File: config.mk
export PLATFORM = sky130hd
export DESIGN_NAME = seg7_temp_display
export DESIGN_NICKNAME = d
export VERILOG_FILES = /design/src/rtl/seg7_pkg.sv /design/src/rtl/bin2bcd_seq.sv /design/src/rtl/seg7_temp_display.sv
export SDC_FILE = /design/constraint.sdc
export NUM_CORES = 1
export LEC_CHECK = 0
export CORE_ASPECT_RATIO = 1.75
export CORE_MARGIN = 2
export CORE_UTILIZATION = 33
export CTS_CLUSTER_DIAMETER = 200
export DETAILED_ROUTE_END_ITERATION = 16
export HOLD_SLACK_MARGIN = 0.12
export SKIP_CTS_REPAIR_TIMING = 1
export SLEW_MARGIN = 20
export SYNTH_ARGS = -nofsm -noshare
export SYNTH_HDL_FRONTEND = slang
export SYNTH_HIERARCHICAL = 1
export SYNTH_SLANG_ARGS = --single-unit
File: constraint.sdc
create_clock -name clk_100MHz -period 3.3 [get_ports clk_100MHz]
set_clock_uncertainty 0.05 [all_clocks]
set_input_delay 0.33 -clock clk_100MHz [delete_from_list [all_inputs] [get_ports clk_100MHz]]
set_output_delay 0.33 -clock clk_100MHz [all_outputs]
set_load 0.01 [all_outputs]
File: src/rtl/seg7_pkg.sv
// Shared glyphs (active-low abcdefg, bit6=a) and display mode encodings
// for the temperature seven-segment display.
package seg7_pkg;

  typedef enum logic [1:0] {
    MODE_C    = 2'b00,
    MODE_F    = 2'b01,
    MODE_BOTH = 2'b10,
    MODE_ALT  = 2'b11
  } mode_e;

  localparam logic [6:0] GLYPH_0     = 7'b000_0001;
  localparam logic [6:0] GLYPH_1     = 7'b100_1111;
  localparam logic [6:0] GLYPH_2     = 7'b001_0010;
  localparam logic [6:0] GLYPH_3     = 7'b000_0110;
  localparam logic [6:0] GLYPH_4     = 7'b100_1100;
  localparam logic [6:0] GLYPH_5     = 7'b010_0100;
  localparam logic [6:0] GLYPH_6     = 7'b010_0000;
  localparam logic [6:0] GLYPH_7     = 7'b000_1111;
  localparam logic [6:0] GLYPH_8     = 7'b000_0000;
  localparam logic [6:0] GLYPH_9     = 7'b000_0100;
  localparam logic [6:0] GLYPH_C     = 7'b011_0001;
  localparam logic [6:0] GLYPH_F     = 7'b011_1000;
  localparam logic [6:0] GLYPH_DEG   = 7'b001_1100;
  localparam logic [6:0] GLYPH_DASH  = 7'b111_1110;
  localparam logic [6:0] GLYPH_BLANK = 7'b111_1111;

  function automatic logic [6:0] digit_glyph(input logic [3:0] d);
    logic [6:0] g;
    case (d)
      4'd0:    g = GLYPH_0;
      4'd1:    g = GLYPH_1;
      4'd2:    g = GLYPH_2;
      4'd3:    g = GLYPH_3;
      4'd4:    g = GLYPH_4;
      4'd5:    g = GLYPH_5;
      4'd6:    g = GLYPH_6;
      4'd7:    g = GLYPH_7;
      4'd8:    g = GLYPH_8;
      4'd9:    g = GLYPH_9;
      default: g = GLYPH_BLANK;
    endcase
    return g;
  endfunction

endpackage

File: src/rtl/bin2bcd_seq.sv
// Sequential shift-add-3 binary to 3-digit BCD converter; the load cycle
// performs the first shift so exactly DATA_W cycles elapse from start to done.
//
// state | meaning
// IDLE  | waiting for start; load performs shift 1
// SHIFT | shifts 2..DATA_W, one per cycle
// DONE  | done high for this one cycle, result held on outputs
module bin2bcd_seq #(
  parameter int DATA_W = 8
) (
  input  logic              clk_100MHz,
  input  logic              reset,
  input  logic              start,
  input  logic [DATA_W-1:0] bin,
  output logic              done,
  output logic [3:0]        bcd_hund,
  output logic [3:0]        bcd_tens,
  output logic [3:0]        bcd_ones
);

  localparam int CW = $clog2(DATA_W + 1);

  typedef enum logic [1:0] {IDLE, SHIFT, DONE} state_e;

  state_e            state_q;
  logic [11:0]       bcd_q;
  logic [DATA_W-1:0] sr_q;
  logic [CW-1:0]     cnt_q;

  logic [11:0]       seed_bcd;
  logic [DATA_W-1:0] seed_sr;
  logic [11:0]       adj_bcd;
  logic [11:0]       next_bcd;
  logic [DATA_W-1:0] next_sr;

  always_comb begin
    seed_bcd = (state_q == IDLE) ? 12'd0 : bcd_q;
    seed_sr  = (state_q == IDLE) ? bin : sr_q;
    adj_bcd  = seed_bcd;
    for (int i = 0; i < 3; i++) begin
      if (seed_bcd[4*i +: 4] >= 4'd5)
        adj_bcd[4*i +: 4] = seed_bcd[4*i +: 4] + 4'd3;
    end
    next_bcd = {adj_bcd[10:0], seed_sr[DATA_W-1]};
    next_sr  = {seed_sr[DATA_W-2:0], 1'b0};
  end

  always_ff @(posedge clk_100MHz) begin
    if (reset) begin
      state_q <= IDLE;
      done    <= 1'b0;
      bcd_q   <= '0;
      sr_q    <= '0;
      cnt_q   <= '0;
    end else begin
      case (state_q)
        IDLE: begin
          done <= 1'b0;
          if (start) begin
            bcd_q   <= next_bcd;
            sr_q    <= next_sr;
            cnt_q   <= CW'(1);
            state_q <= SHIFT;
          end
        end
        SHIFT: begin
          bcd_q <= next_bcd;
          sr_q  <= next_sr;
          cnt_q <= cnt_q + CW'(1);
          if (cnt_q == CW'(DATA_W - 1)) begin
            state_q <= DONE;
            done    <= 1'b1;
          end
        end
        DONE: begin
          done    <= 1'b0;
          state_q <= IDLE;
        end
        default: state_q <= IDLE;
      endcase
    end
  end

  assign bcd_hund = bcd_q[11:8];
  assign bcd_tens = bcd_q[7:4];
  assign bcd_ones = bcd_q[3:0];

endmodule

File: src/rtl/seg7_temp_display.sv
// Latches signed C/F readings, converts them to BCD and multiplexes them onto
// an 8-digit active-low seven-segment display in one of four modes.
//
// state   | meaning
// IDLE    | shadows valid, waiting for data_valid
// CONVERT | both BCD converters running, busy high, new strobes dropped
module seg7_temp_display
  import seg7_pkg::*;
#(
  parameter int DATA_W       = 8,
  parameter int DIGIT_PERIOD = 100_000,
  parameter int ALT_PERIOD   = 300_000_000
) (
  input  logic              clk_100MHz,
  input  logic              reset,
  input  logic [DATA_W-1:0] c_data,
  input  logic [DATA_W-1:0] f_data,
  input  logic              data_valid,
  input  logic [1:0]        mode,
  output logic              busy,
  output logic [6:0]        SEG,
  output logic [7:0]        AN
);

  localparam int RW = (DIGIT_PERIOD > 1) ? $clog2(DIGIT_PERIOD) : 1;
  localparam int AW = (ALT_PERIOD > 1) ? $clog2(ALT_PERIOD) : 1;

  typedef enum logic {IDLE, CONVERT} samp_state_e;

  samp_state_e       state_q;
  logic              start;
  logic [DATA_W-1:0] c_mag, f_mag;
  logic              done_c, done_f;
  logic [3:0]        c_hund, c_tens, c_ones, f_hund, f_tens, f_ones;
  logic              c_neg_p, f_neg_p;
  logic              c_neg_q, f_neg_q;
  logic [3:0]        c_hund_q, c_tens_q, c_ones_q, f_hund_q, f_tens_q, f_ones_q;

  logic [RW-1:0]     refresh_cnt;
  logic [2:0]        digit_idx;
  logic [AW-1:0]     alt_cnt;
  logic              alt_f;
  logic [1:0]        mode_q;

  assign start = (state_q == IDLE) && data_valid;
  assign c_mag = c_data[DATA_W-1] ? (~c_data + DATA_W'(1)) : c_data;
  assign f_mag = f_data[DATA_W-1] ? (~f_data + DATA_W'(1)) : f_data;

  bin2bcd_seq #(.DATA_W(DATA_W)) u_bcd_c (
    .clk_100MHz (clk_100MHz),
    .reset      (reset),
    .start      (start),
    .bin        (c_mag),
    .done       (done_c),
    .bcd_hund   (c_hund),
    .bcd_tens   (c_tens),
    .bcd_ones   (c_ones)
  );

  bin2bcd_seq #(.DATA_W(DATA_W)) u_bcd_f (
    .clk_100MHz (clk_100MHz),
    .reset      (reset),
    .start      (start),
    .bin        (f_mag),
    .done       (done_f),
    .bcd_hund   (f_hund),
    .bcd_tens   (f_tens),
    .bcd_ones   (f_ones)
  );

  always_ff @(posedge clk_100MHz) begin
    if (reset) begin
      state_q  <= IDLE;
      busy     <= 1'b0;
      c_neg_p  <= 1'b0;
      f_neg_p  <= 1'b0;
      c_neg_q  <= 1'b0;
      f_neg_q  <= 1'b0;
      c_hund_q <= '0;
      c_tens_q <= '0;
      c_ones_q <= '0;
      f_hund_q <= '0;
      f_tens_q <= '0;
      f_ones_q <= '0;
    end else begin
      case (state_q)
        IDLE: begin
          if (data_valid) begin
            state_q <= CONVERT;
            busy    <= 1'b1;
            c_neg_p <= c_data[DATA_W-1];
            f_neg_p <= f_data[DATA_W-1];
          end
        end
        CONVERT: begin
          // Both shadows load together so the display never mixes readings.
          if (done_c && done_f) begin
            state_q  <= IDLE;
            busy     <= 1'b0;
            c_neg_q  <= c_neg_p;
            f_neg_q  <= f_neg_p;
            c_hund_q <= c_hund;
            c_tens_q <= c_tens;
            c_ones_q <= c_ones;
            f_hund_q <= f_hund;
            f_tens_q <= f_tens;
            f_ones_q <= f_ones;
          end
        end
        default: state_q <= IDLE;
      endcase
    end
  end

  always_ff @(posedge clk_100MHz) begin
    if (reset) begin
      refresh_cnt <= '0;
      digit_idx   <= '0;
    end else if (refresh_cnt == RW'(DIGIT_PERIOD - 1)) begin
      refresh_cnt <= '0;
      digit_idx   <= digit_idx + 3'd1;
    end else begin
      refresh_cnt <= refresh_cnt + RW'(1);
    end
  end

  always_ff @(posedge clk_100MHz) begin
    if (reset) begin
      alt_cnt <= '0;
      alt_f   <= 1'b0;
      mode_q  <= mode;
    end else begin
      mode_q <= mode;
      if ((mode != mode_q) || (mode != MODE_ALT)) begin
        alt_cnt <= '0;
        alt_f   <= 1'b0;
      end else if (alt_cnt == AW'(ALT_PERIOD - 1)) begin
        alt_cnt <= '0;
        alt_f   <= ~alt_f;
      end else begin
        alt_cnt <= alt_cnt + AW'(1);
      end
    end
  end

  logic       use_f;
  logic       s_neg;
  logic [3:0] s_hund, s_tens, s_ones;
  logic [6:0] s_unit;
  logic       c_ok, f_ok;
  logic [6:0] seg_next;

  always_comb begin
    // On the cycle ALT is first selected the alternation state is stale; show C.
    case (mode)
      MODE_F:              use_f = 1'b1;
      MODE_ALT:            use_f = (mode_q == MODE_ALT) && alt_f;
      MODE_C, MODE_BOTH:   use_f = 1'b0;
      default:             use_f = 1'b0;
    endcase
    s_neg  = use_f ? f_neg_q  : c_neg_q;
    s_hund = use_f ? f_hund_q : c_hund_q;
    s_tens = use_f ? f_tens_q : c_tens_q;
    s_ones = use_f ? f_ones_q : c_ones_q;
    s_unit = use_f ? GLYPH_F  : GLYPH_C;
    c_ok   = !c_neg_q && (c_hund_q == 4'd0);
    f_ok   = !f_neg_q && (f_hund_q == 4'd0);

    seg_next = GLYPH_BLANK;
    if (mode == MODE_BOTH) begin
      case (digit_idx)
        3'd0: seg_next = GLYPH_C;
        3'd1: seg_next = GLYPH_DEG;
        3'd2: seg_next = c_ok ? digit_glyph(c_ones_q) : GLYPH_DASH;
        3'd3: seg_next = !c_ok ? GLYPH_DASH :
                         (c_tens_q == 4'd0) ? GLYPH_BLANK : digit_glyph(c_tens_q);
        3'd4: seg_next = GLYPH_F;
        3'd5: seg_next = GLYPH_DEG;
        3'd6: seg_next = f_ok ? digit_glyph(f_ones_q) : GLYPH_DASH;
        3'd7: seg_next = !f_ok ? GLYPH_DASH :
                         (f_tens_q == 4'd0) ? GLYPH_BLANK : digit_glyph(f_tens_q);
        default: seg_next = GLYPH_BLANK;
      endcase
    end else begin
      case (digit_idx)
        3'd0: seg_next = s_unit;
        3'd1: seg_next = GLYPH_DEG;
        3'd2: seg_next = digit_glyph(s_ones);
        3'd3: seg_next = ((s_hund == 4'd0) && (s_tens == 4'd0)) ? GLYPH_BLANK
                                                                : digit_glyph(s_tens);
        3'd4: seg_next = (s_hund == 4'd0) ? GLYPH_BLANK : digit_glyph(s_hund);
        3'd5: seg_next = s_neg ? GLYPH_DASH : GLYPH_BLANK;
        default: seg_next = GLYPH_BLANK;
      endcase
    end
  end

  always_ff @(posedge clk_100MHz) begin
    if (reset) begin
      SEG <= 7'b111_1111;
      AN  <= 8'hFF;
    end else begin
      SEG <= seg_next;
      AN  <= ~(8'd1 << digit_idx);
    end
  end

endmodule
# Word level (Yosys, flattened, before mapping)
# Memories as Yosys holds them, arrays and structs flattened. A register that Yosys moved wholly into a read port is not among the register bits.
# Cells that the tools add are included.
word_totals:
  ff_bits: 151
  mem_bits_ro: 784
  input_bits: 21
  output_inout_bits: 16
  word_cells: 191
  mem_count: 7
classes:
  n_addsub: 13
  order_cmp: 6
  eq_ne: 27
  n_shift: 1
  muxes: 64
  bitwise: 5
  n_reduce_logical: 39
mem_list:
  columns: ["name", "depth", "width", "read_ports", "rd_clocked_by_memory_dff", "wr", "line", "rtl"]
  rows:
  - ["(name not given)", 16, 7, 1, 1, 0, "seg7_pkg.sv:30", "case (d)"]
  - ["(name not given)", 16, 7, 1, 1, 0, "seg7_pkg.sv:30", null]
  - ["(name not given)", 16, 7, 1, 1, 0, "seg7_pkg.sv:30", null]
  - ["(name not given)", 16, 7, 1, 1, 0, "seg7_pkg.sv:30", null]
  - ["(name not given)", 16, 7, 1, 0, 0, "seg7_pkg.sv:30", null]
  - ["(name not given)", 16, 7, 1, 0, 0, "seg7_pkg.sv:30", null]
  - ["1 more memories", null, null, null, null, null, null, null]
op_table:
  columns: ["operator", "n"]
  rows:
  - ["two-way mux 4 bit", 17]
  - ["two-way mux 7 bit", 9]
  - ["one-hot mux 7 bit (7 select lines)", 1]
  - ["two-way mux 12 bit", 4]
  - ["two-way mux 8 bit", 6]
  - ["one-hot mux 12 bit (2 select lines)", 2]
  - ["one-hot mux 7 bit (6 select lines)", 1]
  - ["one-hot mux 8 bit (2 select lines)", 2]
  - ["adder 29 x 1 -> 29 bit (second input constant)", 1]
  - ["equality test 29 bit (second input constant)", 1]
  - ["greater-or-equal comparator 4 x 3 -> 1 bit (second input constant)", 6]
  - ["logical NOT 4 bit", 6]
  - ["NOT 8 bit", 3]
  - ["AND reduction 2 bit", 9]
  - ["adder 17 x 1 -> 17 bit (second input constant)", 1]
  - ["equality test 17 bit (second input constant)", 1]
  - ["adder 4 x 2 -> 4 bit (second input constant)", 4]
  - ["adder 8 x 1 -> 8 bit (second input constant)", 2]
  - ["one-hot mux 4 bit (2 select lines)", 2]
  - ["equality test 3 bit (second input constant)", 4]
  - ["OR reduction 2 bit", 6]
  - ["equality test 2 bit (second input constant)", 5]
  - ["adder 4 x 1 -> 4 bit (second input constant)", 2]
  - ["equality test 4 x 3 -> 1 bit (second input constant)", 2]
  - ["other kinds (23)", 58]

# Depth between registers and ports, before layout
# Gate-level depths: netlist of run 1.
logic_depth:
  depth_word: 9
  mapped_depth: 14
  mapped_depth_nobuf: 12

# Modules after synthesis
# Netlist of run 1, hierarchy kept.
modules_own_cells:
  columns: ["module", "instances", "cells_each", "area_each_um2", "seq_area_each_um2"]
  rows:
  - ["seg7_temp_display", 1, 883, 7179.4, 2502.4]
  - ["bin2bcd_seq", 2, 163, 1425.1, 520.5]

# Least setup slack after synthesis of run 1
# No wires, ideal clock.
synth_timing:
  path_type: "input -> register"
  startpoint: "in mode[1]"
  endpoint: "reg SEG[2]"
  setup_time_ns: 0.122
  arrival_ns: 2.960
  required_ns: 3.128
  setup_slack_ns: 0.168
  cell_stages: 11
  n_path_buf: 2
  path_cell_list: "and2b_1 -> nor2_2 -> buf_2 -> buf_4 -> mux2i_1 -> ha_1 -> inv_1 -> a211o_1 -> a221o_1 -> a221o_1 -> a221o_1"
synth_via:
  elab_chain_len: 9
  elab_cells_between_ends: 19
  classes_between: "eq/ne: 3; mux: 8; reduce/logical: 5; memory: 3"
synth_lines:
  columns: ["element", "line", "rtl"]
  rows:
  - ["start: declaration", "seg7_temp_display.sv:19", "input logic [1:0] mode,"]
  - ["parallel branches: the longest is 8 deep, another holds memory (16 x 7 bit)", null, null]
  - ["two-way mux 7 bit *", "seg7_temp_display.sv:170", "if (mode == MODE_BOTH) begin"]
  - ["end signal: assignment", "seg7_temp_display.sv:203", "SEG <= seg_next;"]
  - ["end: declaration", "seg7_temp_display.sv:21", "output logic [6:0] SEG,"]
# Every way passes the cells marked *.
# A chain may end at the register's enable or synchronous reset.

# Final worst setup path of run 1
layout_timing:
  startpoint: "in mode[1]"
  endpoint: "reg SEG[3]"
# The elaborated chain is that of the path after synthesis.

==> flow_summary.ini, run 1 <==
[logic_synthesis]
synth.distinct_cells = 75
synthSimpleGateAreaFrac_pct = 22.78
synth-compound-area-share_pct = 17.56
ys_async_sr_fraction_pct = 0
ys_seq_area_share_pct = 35.33
yosys_register_bits = 177
synth_top_family_by_area = simple AND/OR/NAND/NOR gates
synth_area_um2 = 10030
synth.avg_cell_area_um2 = 8.296
synthMuxAreaShare_pct = 6.063
synth_edf_count = 0
synth_flop_cell = dfxtp_1
syn_inst = 1209
yosys_warnings = 6
synth-xor-area-share_pct = 5.589
synth-adder-area-share_pct = 7.610
syn_nets = 1291

[job]
cap_violations = 0

[cells_and_area]
post-route-util_pct = 38.07
diodes = 0
final_cell_mix = dfxtp_1, nor2_1, nand2_1
drive_gt1_share_pct = 8.923
layout.nets = 1313
final_common_cell = dfxtp_1
syn_to_final_growth_pct = 13.70

[detailed_routing]
avgViaCountPerCell = 5.267
drc = 0
highest_layer = met4
dr.pass1.iters = 7
wl_mm = 26.09
drtAntennaViolNets = 0
vias = 8590
met3_length_um = 986
m1WireLength_mm = 10.21
wire_per_inst_um = 16.00
met2_length_mm = 13.52
drtIter0Drc = 557

[setup_path]
worst_setup_path_end_kind = register
startpoint_type = input pin
worstPathRequired_ns = 3.63
worstSetupPathType = in -> reg
slowest_delay_ns = 0.48
cp_max_fo = 6
arrival_ns = 3.19
reg2reg_slack_ns = 0.48
critical-path-slowest-cell = clkdlybuf4s50_1
path_cells = clkdlybuf4s50_1, and2b_1, nor2_2, mux2i_1, ha_1, nor4bb_1, a21oi_1, mux2i_1, and2_1, a21oi_1, a31oi_1

[sta]
final.period_utilization_pct = 86.81
min_period_ns = 2.865
hold_viol_final = 0
tightest_slew_ns = 0.8041
setup_violations = 0
slew_viol_final = 0
max_freq_ghz = 0.3491
slew_headroom_pct = 45.90
finalSetupTns_ns = 0
rsz0062_at_grt = no
setup_ws_ns = 0.4354

[global_routing]
antenna_found_initial = 0
grt_pass1_vias = 8427
grt.total_usage_pct = 16.63
gr-total-overflow = 0
grt_max_degree = 40
grt_pass1_wl_mm = 42.17

[pwr]
comb_power_share_pct = 7.8
switchingPower_mw = 1.172
seq_power_share_pct = 48.4
p_leak_nw = 4.344
p_per_area_nw_per_um2 = 403.3
irDropWorstVdd_v = 0.0003678
swShare_pct = 25.48
p_int_mw = 3.427
p_clk_share_pct = 43.8

[floorplanning]
die_x_um = 135.8
rows = 84
ios = 37
core_area_um2 = 29950
die_y_um = 234.6
die-area_um2 = 31860
start_util_pct = 33.48

[place]
dp_slack_ns = 0.04297
place.gp.congestion = 0.9542
io_buffers = 36
dp_hpwl_mm = 19.56

[clocking]
root_buffer = clkbuf_16
h-tree-depth = 4
clock_latency_ns = 0.45
cts_inserted_buffers = 17
clkTransAtPathRegs_ns = 0.07
cts_buffer_depth = 2
clock-sinks = 177
cts_tree = built

[worst_hold_path]
hold_path.class = in -> reg

[outcome]
outcome = finished, final reports clean
## cells by family after synthesis
family          after synthesis
simple gates                482
compound gates              247
flops                       177
buf+inv                     121
xor+xnor                     64
fa+ha+maj                    61
mux                          57
## through the flow
step | instances | total power [mW] | instance area [um^2] | hold WS (ns)
floorplan | 1209 | 2.515 | 10030 | 0.3077
global placement | 1599 | 2.629 | 10820 | 0.3914
detailed placement | 1599 | 2.632 | 10820 | 0.4039
CTS | 1631 | 4.653 | 11400 | 0.2494
global route | 1631 | 4.789 | 11400 | 0.2687
finish | 1631 | 4.599 | 11400 | 0.2681
## final cells by class
| class | count | area, um^2 |
|---|---|---|
| multi-input combinational | 911 | 5981 |
| clock buffer | 18 | 439.2 |
| tap | 387 | 484.2 |
| clock inverter | 14 | 143.9 |
| sequential | 177 | 3543 |
| fill | 3096 | 18550 |
| timing repair buffer | 69 | 605.6 |
| inverter | 55 | 206.4 |
## metal layers
metal,up-vias,global-route usage [%]
li1,4267,-
met1,4047,17.79
met2,209,29.95
met3,67,3.172
met4,0,9.407
met5,-,0
## synth_stat cells (4+ instances only)
cell type | count | share of area [%]
clkbuf_1 | 42 | 1.6
inv_1 | 53 | 2.0
buf_2 | 16 | 0.80
o211ai_1 | 7 | 0.52
a2bb2oi_1 | 10 | 0.87
a21o_1 | 6 | 0.45
mux2_2 | 10 | 1.1
nand2_1 | 116 | 4.3
mux2i_1 | 42 | 4.2
xnor2_1 | 32 | 2.8
o22ai_1 | 4 | 0.25
nor4bb_1 | 4 | 0.40
and2_1 | 6 | 0.37
or2_2 | 8 | 0.50
o21bai_1 | 4 | 0.30
dfxtp_1 | 177 | 35
a22oi_1 | 16 | 1.2
a32o_1 | 6 | 0.60
and3_1 | 10 | 0.62
nor3_1 | 48 | 2.4
and4_1 | 4 | 0.35
mux2_4 | 5 | 0.75
o21ai_0 | 62 | 3.1
xor2_1 | 32 | 2.8
or4_1 | 6 | 0.45
nor4_1 | 11 | 0.69
nand2b_1 | 20 | 1.2
a31oi_1 | 7 | 0.44
nand3_1 | 31 | 1.5
a21oi_1 | 53 | 2.6
nor4b_1 | 5 | 0.44
ha_1 | 61 | 7.6
nand4_1 | 10 | 0.62
a211oi_2 | 4 | 0.50
o22ai_4 | 4 | 0.80
nor2_1 | 170 | 6.4
buf_4 | 5 | 0.37
a31oi_4 | 4 | 0.85
a211oi_1 | 7 | 0.52
o21a_1 | 6 | 0.45
nand3b_1 | 10 | 0.75
nor2b_1 | 4 | 0.25
o31ai_1 | 13 | 0.97
## power groups by stage
stage	Clock (mW)	Sequential, mW	Combinational (mW)
2_1_floorplan	0	2.26	0.253
3_3_place_gp	0	2.27	0.356
3_5_place_dp	0	2.27	0.359
4_1_cts	2.07	2.22	0.362
5_1_grt	2.15	2.23	0.403
6_report	2.01	2.22	0.360
## worst max-delay path, delay by kind of cell
| kind | cells | cell delay [ns] |
|---|---|---|
| compound gates | 3 | 0.36 |
| fa+ha+maj | 1 | 0.23 |
| buf+inv | 1 | 0.48 |
| mux | 2 | 0.65 |
| simple gates | 4 | 1.15 |
## final timing paths
check                                     from             end  depth (start not counted)
worst max-delay path                   mode[1]          SEG[3]                         11
worst min-delay path                     reset     f_ones_q[0]                          2
worst max register to register       mode_q[0]          SEG[3]                         10
worst min register to register  refresh_cnt[0]  refresh_cnt[0]                          1
Power figures use the tool's default switching activity.
==> run 2, diff against run 1 <==
--- a/config.mk
+++ b/config.mk
@@ -11,6 +11,7 @@
 export CTS_CLUSTER_DIAMETER = 200
 export DETAILED_ROUTE_END_ITERATION = 16
 export HOLD_SLACK_MARGIN = 0.12
+export PLACE_DENSITY = 0.46
 export SKIP_CTS_REPAIR_TIMING = 1
 export SLEW_MARGIN = 20
 export SYNTH_ARGS = -nofsm -noshare
==> flow_summary.ini, run 2 (synthesized netlist as in run 1, its figures left out) <==
[pwr]
seq_power_share_pct = 46.8
switchingPower_mw = 1.159
p_leak_nw = 4.390
p_total_mw = 4.761
p_int_mw = 3.602
p_clk_share_pct = 45.5
p_per_area_nw_per_um2 = 414.1
comb_power_share_pct = 7.7
swShare_pct = 24.35
irDropWorstVdd_v = 0.0003908

[clocking]
clkTransAtPathRegs_ns = 0.07
clock-sinks = 177
h-tree-depth = 4
cts_inserted_buffers = 17
cts_buffer_depth = 2
root_buffer = clkbuf_16
clock_latency_ns = 0.46
cts_tree = built

[setup_path]
arrival_ns = 3.34
worst_setup_path_end_kind = register
cp_max_fo = 9
worstSetupPathType = in -> reg
worstPathRequired_ns = 3.65
startpoint_type = input pin

[floorplanning]
ios = 37
die_y_um = 234.6
start_util_pct = 33.48
die-area_um2 = 31860
rows = 84
core_area_um2 = 29950
die_x_um = 135.8

[place]
place.gp.congestion = 0.9027
dp_hpwl_mm = 21.16
dpl_cell_area_um2 = 10870
dp_slack_ns = -0.1082
io_buffers = 36

[sta]
slew_viol_final = 0
slew_headroom_pct = 44.67
max_freq_ghz = 0.3338
tightest_slew_ns = 0.8224
setup_ws_ns = 0.3044
hold_viol_final = 0
finalSetupTns_ns = 0
setup_violations = 0
final.period_utilization_pct = 90.78
min_period_ns = 2.996
rsz0062_at_grt = no

[detailed_routing]
wl_mm = 27.94
vias = 8497
dr.pass1.iters = 5
avgViaCountPerCell = 5.187
drtIter0Drc = 581
wire_per_inst_um = 17.05
drc = 0
drtAntennaViolNets = 0

[cells_and_area]
diodes = 0
final_cell_mix = dfxtp_1, nor2_1, nand2_1
layout.nets = 1320
post-route-util_pct = 38.38
drive_gt1_share_pct = 9.273
regArea_um2 = 3543
postLayoutCellArea_um2 = 11500
multi_input_area_um2 = 5981
final_common_cell = dfxtp_1
fill_cells = 3171
syn_to_final_growth_pct = 14.62

[global_routing]
gr-total-overflow = 0
antenna_found_initial = 0
grt_pass1_vias = 8684
grt.total_usage_pct = 18.22
grt_max_degree = 42
grt_pass1_wl_mm = 45.66

[worst_hold_path]
hold_path.class = in -> reg

[job]
cap_violations = 0

[outcome]
outcome = finished, final reports clean
-- run 2: changes by cell type in the layout (fill, tap and decap cells not counted), sizes merged --
| cell | delta |
|---|---|
| buf | +7 |
| inv | -6 |
| clkbuf | +4 |
| bufinv | +2 |
-- run 2: routing by layer --
| metal | up-vias | part of all wire [%] | GRT usage (%) | wire (um) |
|---|---|---|---|---|
| li1 | 4282 | - | - | - |
| met1 | 3968 | 40 | 19.41 | 11050 |
| met2 | 179 | 53 | 33.62 | 14860 |
| met3 | 68 | 2.8 | 2.977 | 772 |
| met4 | 0 | 4.5 | 9.596 | 1259 |
| met5 | - | 0 | 0 | 0 |
-- run 2: final timing paths --
| kind | start | endpoint | slack [ns] | depth (start not counted) |
|---|---|---|---|---|
| worst max-delay path | mode[0] | SEG[1] | 0.30 | 11 |
| worst min-delay path | reset | u_bcd_f/cnt_q[2] | 0.26 | 2 |
| worst max register to register | mode_q[1] | SEG[1] | 0.44 | 10 |
| worst min register to register | alt_cnt[0] | alt_cnt[0] | 0.42 | 1 |
-- run 2: worst max-delay path, stage by stage --
cell	delay, ns
clkdlybuf4s50_1	0.53
and2b_1	0.26
nor2_2	0.20
mux2i_1	0.40
ha_1	0.25
nor4bb_1	0.50
a21oi_1	0.14
mux2i_1	0.19
and2_1	0.18
a311o_1	0.19
o31a_1	0.15
-- run 2: layout make-up --
cell class	count	area share (%)
clock buffers	22	4.125
clock inverters	10	1.295
inverters	55	1.796
multi-input cells	911	52.02
flip-flops and latches	177	30.82
well taps	387	4.212
repair buffers	76	5.725
-- run 2: power groups by stage --
stage               Sequential (mW)  Clock [mW]  Combinational [mW]
finish                         2.23        2.17               0.365
global route                   2.23        2.32               0.407
CTS                            2.23        2.23               0.370
detailed placement             2.28           0               0.368
global placement               2.28           0               0.367
floorplan                      2.26           0               0.253
-- run 2: through the flow --
step                      hold WS (ns)  std cells
final                           0.2631       1638
after global routing            0.2726       1638
after CTS                       0.2512       1638
after detailed placement        0.4082       1606
after global placement          0.3969       1606
after floorplan                 0.3077       1209
==> run 3, diff against run 2 <==
--- a/config.mk
+++ b/config.mk
@@ -6,7 +6,6 @@
 export NUM_CORES = 1
 export LEC_CHECK = 0
 export CORE_ASPECT_RATIO = 1.75
-export CORE_MARGIN = 2
 export CORE_UTILIZATION = 33
 export CTS_CLUSTER_DIAMETER = 200
 export DETAILED_ROUTE_END_ITERATION = 16
==> flow_summary.ini, run 3 (synthesized netlist as in run 1, its figures left out) <==
[cells_and_area]
fill_cells = 3145
drive_gt1_share_pct = 9.265
diodes = 0
syn_to_final_growth_pct = 14.52
regArea_um2 = 3543
multi_input_area_um2 = 5981
final_cell_mix = dfxtp_1, nor2_1, nand2_1
final_common_cell = dfxtp_1
layout.nets = 1321
instances_no_fill = 1639

[setup_path]
worstSetupPathType = in -> reg
r2r-end = SEG[1]
cp_max_fo = 7
r2r_cells = 14
worst_setup_path_end_kind = register
r2r-start = mode_q[0]
reg2reg_slack_ns = 0.52
arrival_ns = 3.09
worstPathRequired_ns = 3.59
crit_start = mode[0]
startpoint_type = input pin

[sta]
slew_viol_final = 0
rsz0062_at_grt = no
setup_ws_ns = 0.4931
max_freq_ghz = 0.3563
hold_viol_final = 0
setup_violations = 0
min_period_ns = 2.807
finalSetupTns_ns = 0
tightest_slew_ns = 0.7767
slew_headroom_pct = 47.74
final.period_utilization_pct = 85.06

[worst_hold_path]
hold_path.class = in -> reg
hold_end = u_bcd_f/cnt_q[1]
worstHoldPathCells = 2
hold_path.startpoint = reset

[detailed_routing]
wl_mm = 28.57
avgViaCountPerCell = 5.265
dr.pass1.iters = 5
wire_per_inst_um = 17.43
drc = 0
vias = 8630
drtIter0Drc = 408
drtAntennaViolNets = 0

[global_routing]
grt_max_degree = 45
antenna_found_initial = 0
grt.total_usage_pct = 19.04
grt_pass1_wl_mm = 45.77
grt_pass1_vias = 8635
gr-total-overflow = 0

[pwr]
irDropWorstVdd_v = 0.0003284
p_leak_nw = 4.382
p_per_area_nw_per_um2 = 400.6

[job]
cap_violations = 0

[place]
dp_slack_ns = 0.07642
io_buffers = 36
dp_hpwl_mm = 21.63
dp.cells = 1607
place.gp.congestion = 0.9551

[clocking]
clock_latency_ns = 0.44
h-tree-depth = 4
clock-sinks = 177
cts_tree = built
root_buffer = clkbuf_16
cts_inserted_buffers = 17
cts_buffer_depth = 2
clkTransAtPathRegs_ns = 0.07

[floorplanning]
rows = 84
die_y_um = 232.6
die-area_um2 = 31120
start_util_pct = 33.48
core_area_um2 = 29950
ios = 37
die_x_um = 133.8

[outcome]
outcome = finished, final reports clean
==> run 3: cell types whose count changed in the layout (fill, tap and decap cells not counted), moves of 2 or more <==
| cell | previous run | this run |
|---|---|---|
| buf_12 | 0 | 2 |
| clkbuf_8 | 3 | 5 |
| bufinv_16 | 3 | 1 |
| inv_6 | 2 | 0 |
==> run 3: where the power goes <==
group / switching [mW] / internal [mW]
Combinational: 0.209 / 0.160
Clock: 0.866 / 1.14
Sequential: 0.0418 / 2.18
==> run 3: critical path, cell delays in order <==
cell and delay (ns):
clkdlybuf4s50_1 0.50, buf_4 0.15, nand2b_1 0.13, nand2_1 0.16, nand2_1 0.07, nand2_1 0.10, inv_1 0.08, ha_1 0.27
nor4bb_1 0.18, buf_4 0.16, a21oi_1 0.15, mux2i_1 0.12, and2_1 0.19, a311o_1 0.27, o31a_1 0.23
==> run 3: stage by stage <==
step                      utilization [%]  total power, mW  cell area (um^2)  hold slack, ns
after global routing                38.35            4.794             11490          0.2909
final                               38.35            4.601             11490          0.2826
after detailed placement            36.41            2.646             10910          0.4054
after global placement              36.41            2.643             10910          0.3942
after CTS                           38.35            4.670             11490          0.2694
after floorplan                         -            2.515             10030          0.3077
==> run 3: final cells by class <==
cell class | instances | share of cell area (%)
Clock buffer | 25 | 4.401
Clock inverter | 7 | 0.6536
Timing Repair Buffer | 77 | 6.013
Sequential cell | 177 | 30.85
Inverter | 55 | 1.797
Multi-Input combinational cell | 911 | 52.07
Tap cell | 387 | 4.216
==> run 3: worst max path at each step <==
stage / end / slack, ns / cells after the start
after floorplan: SEG[2] / 0.17 / 11
after global placement: SEG[2] / 0.1 / 10
after detailed placement: SEG[1] / 0.08 / 15
after CTS: SEG[1] / 0.54 / 15
after global routing: SEG[5] / 0.27 / 10
final: SEG[1] / 0.49 / 15
==> run 3: per-layer routing <==
layer	up-vias	global-route usage (%)	wire (um)	share of wire (%)
met2	165	36.95	15690	55
met1	4119	19.03	11000	38
li1	4291	-	-	-
met3	55	2.331	626	2.2
met4	0	11.15	1252	4.4
met5	-	0	0	0
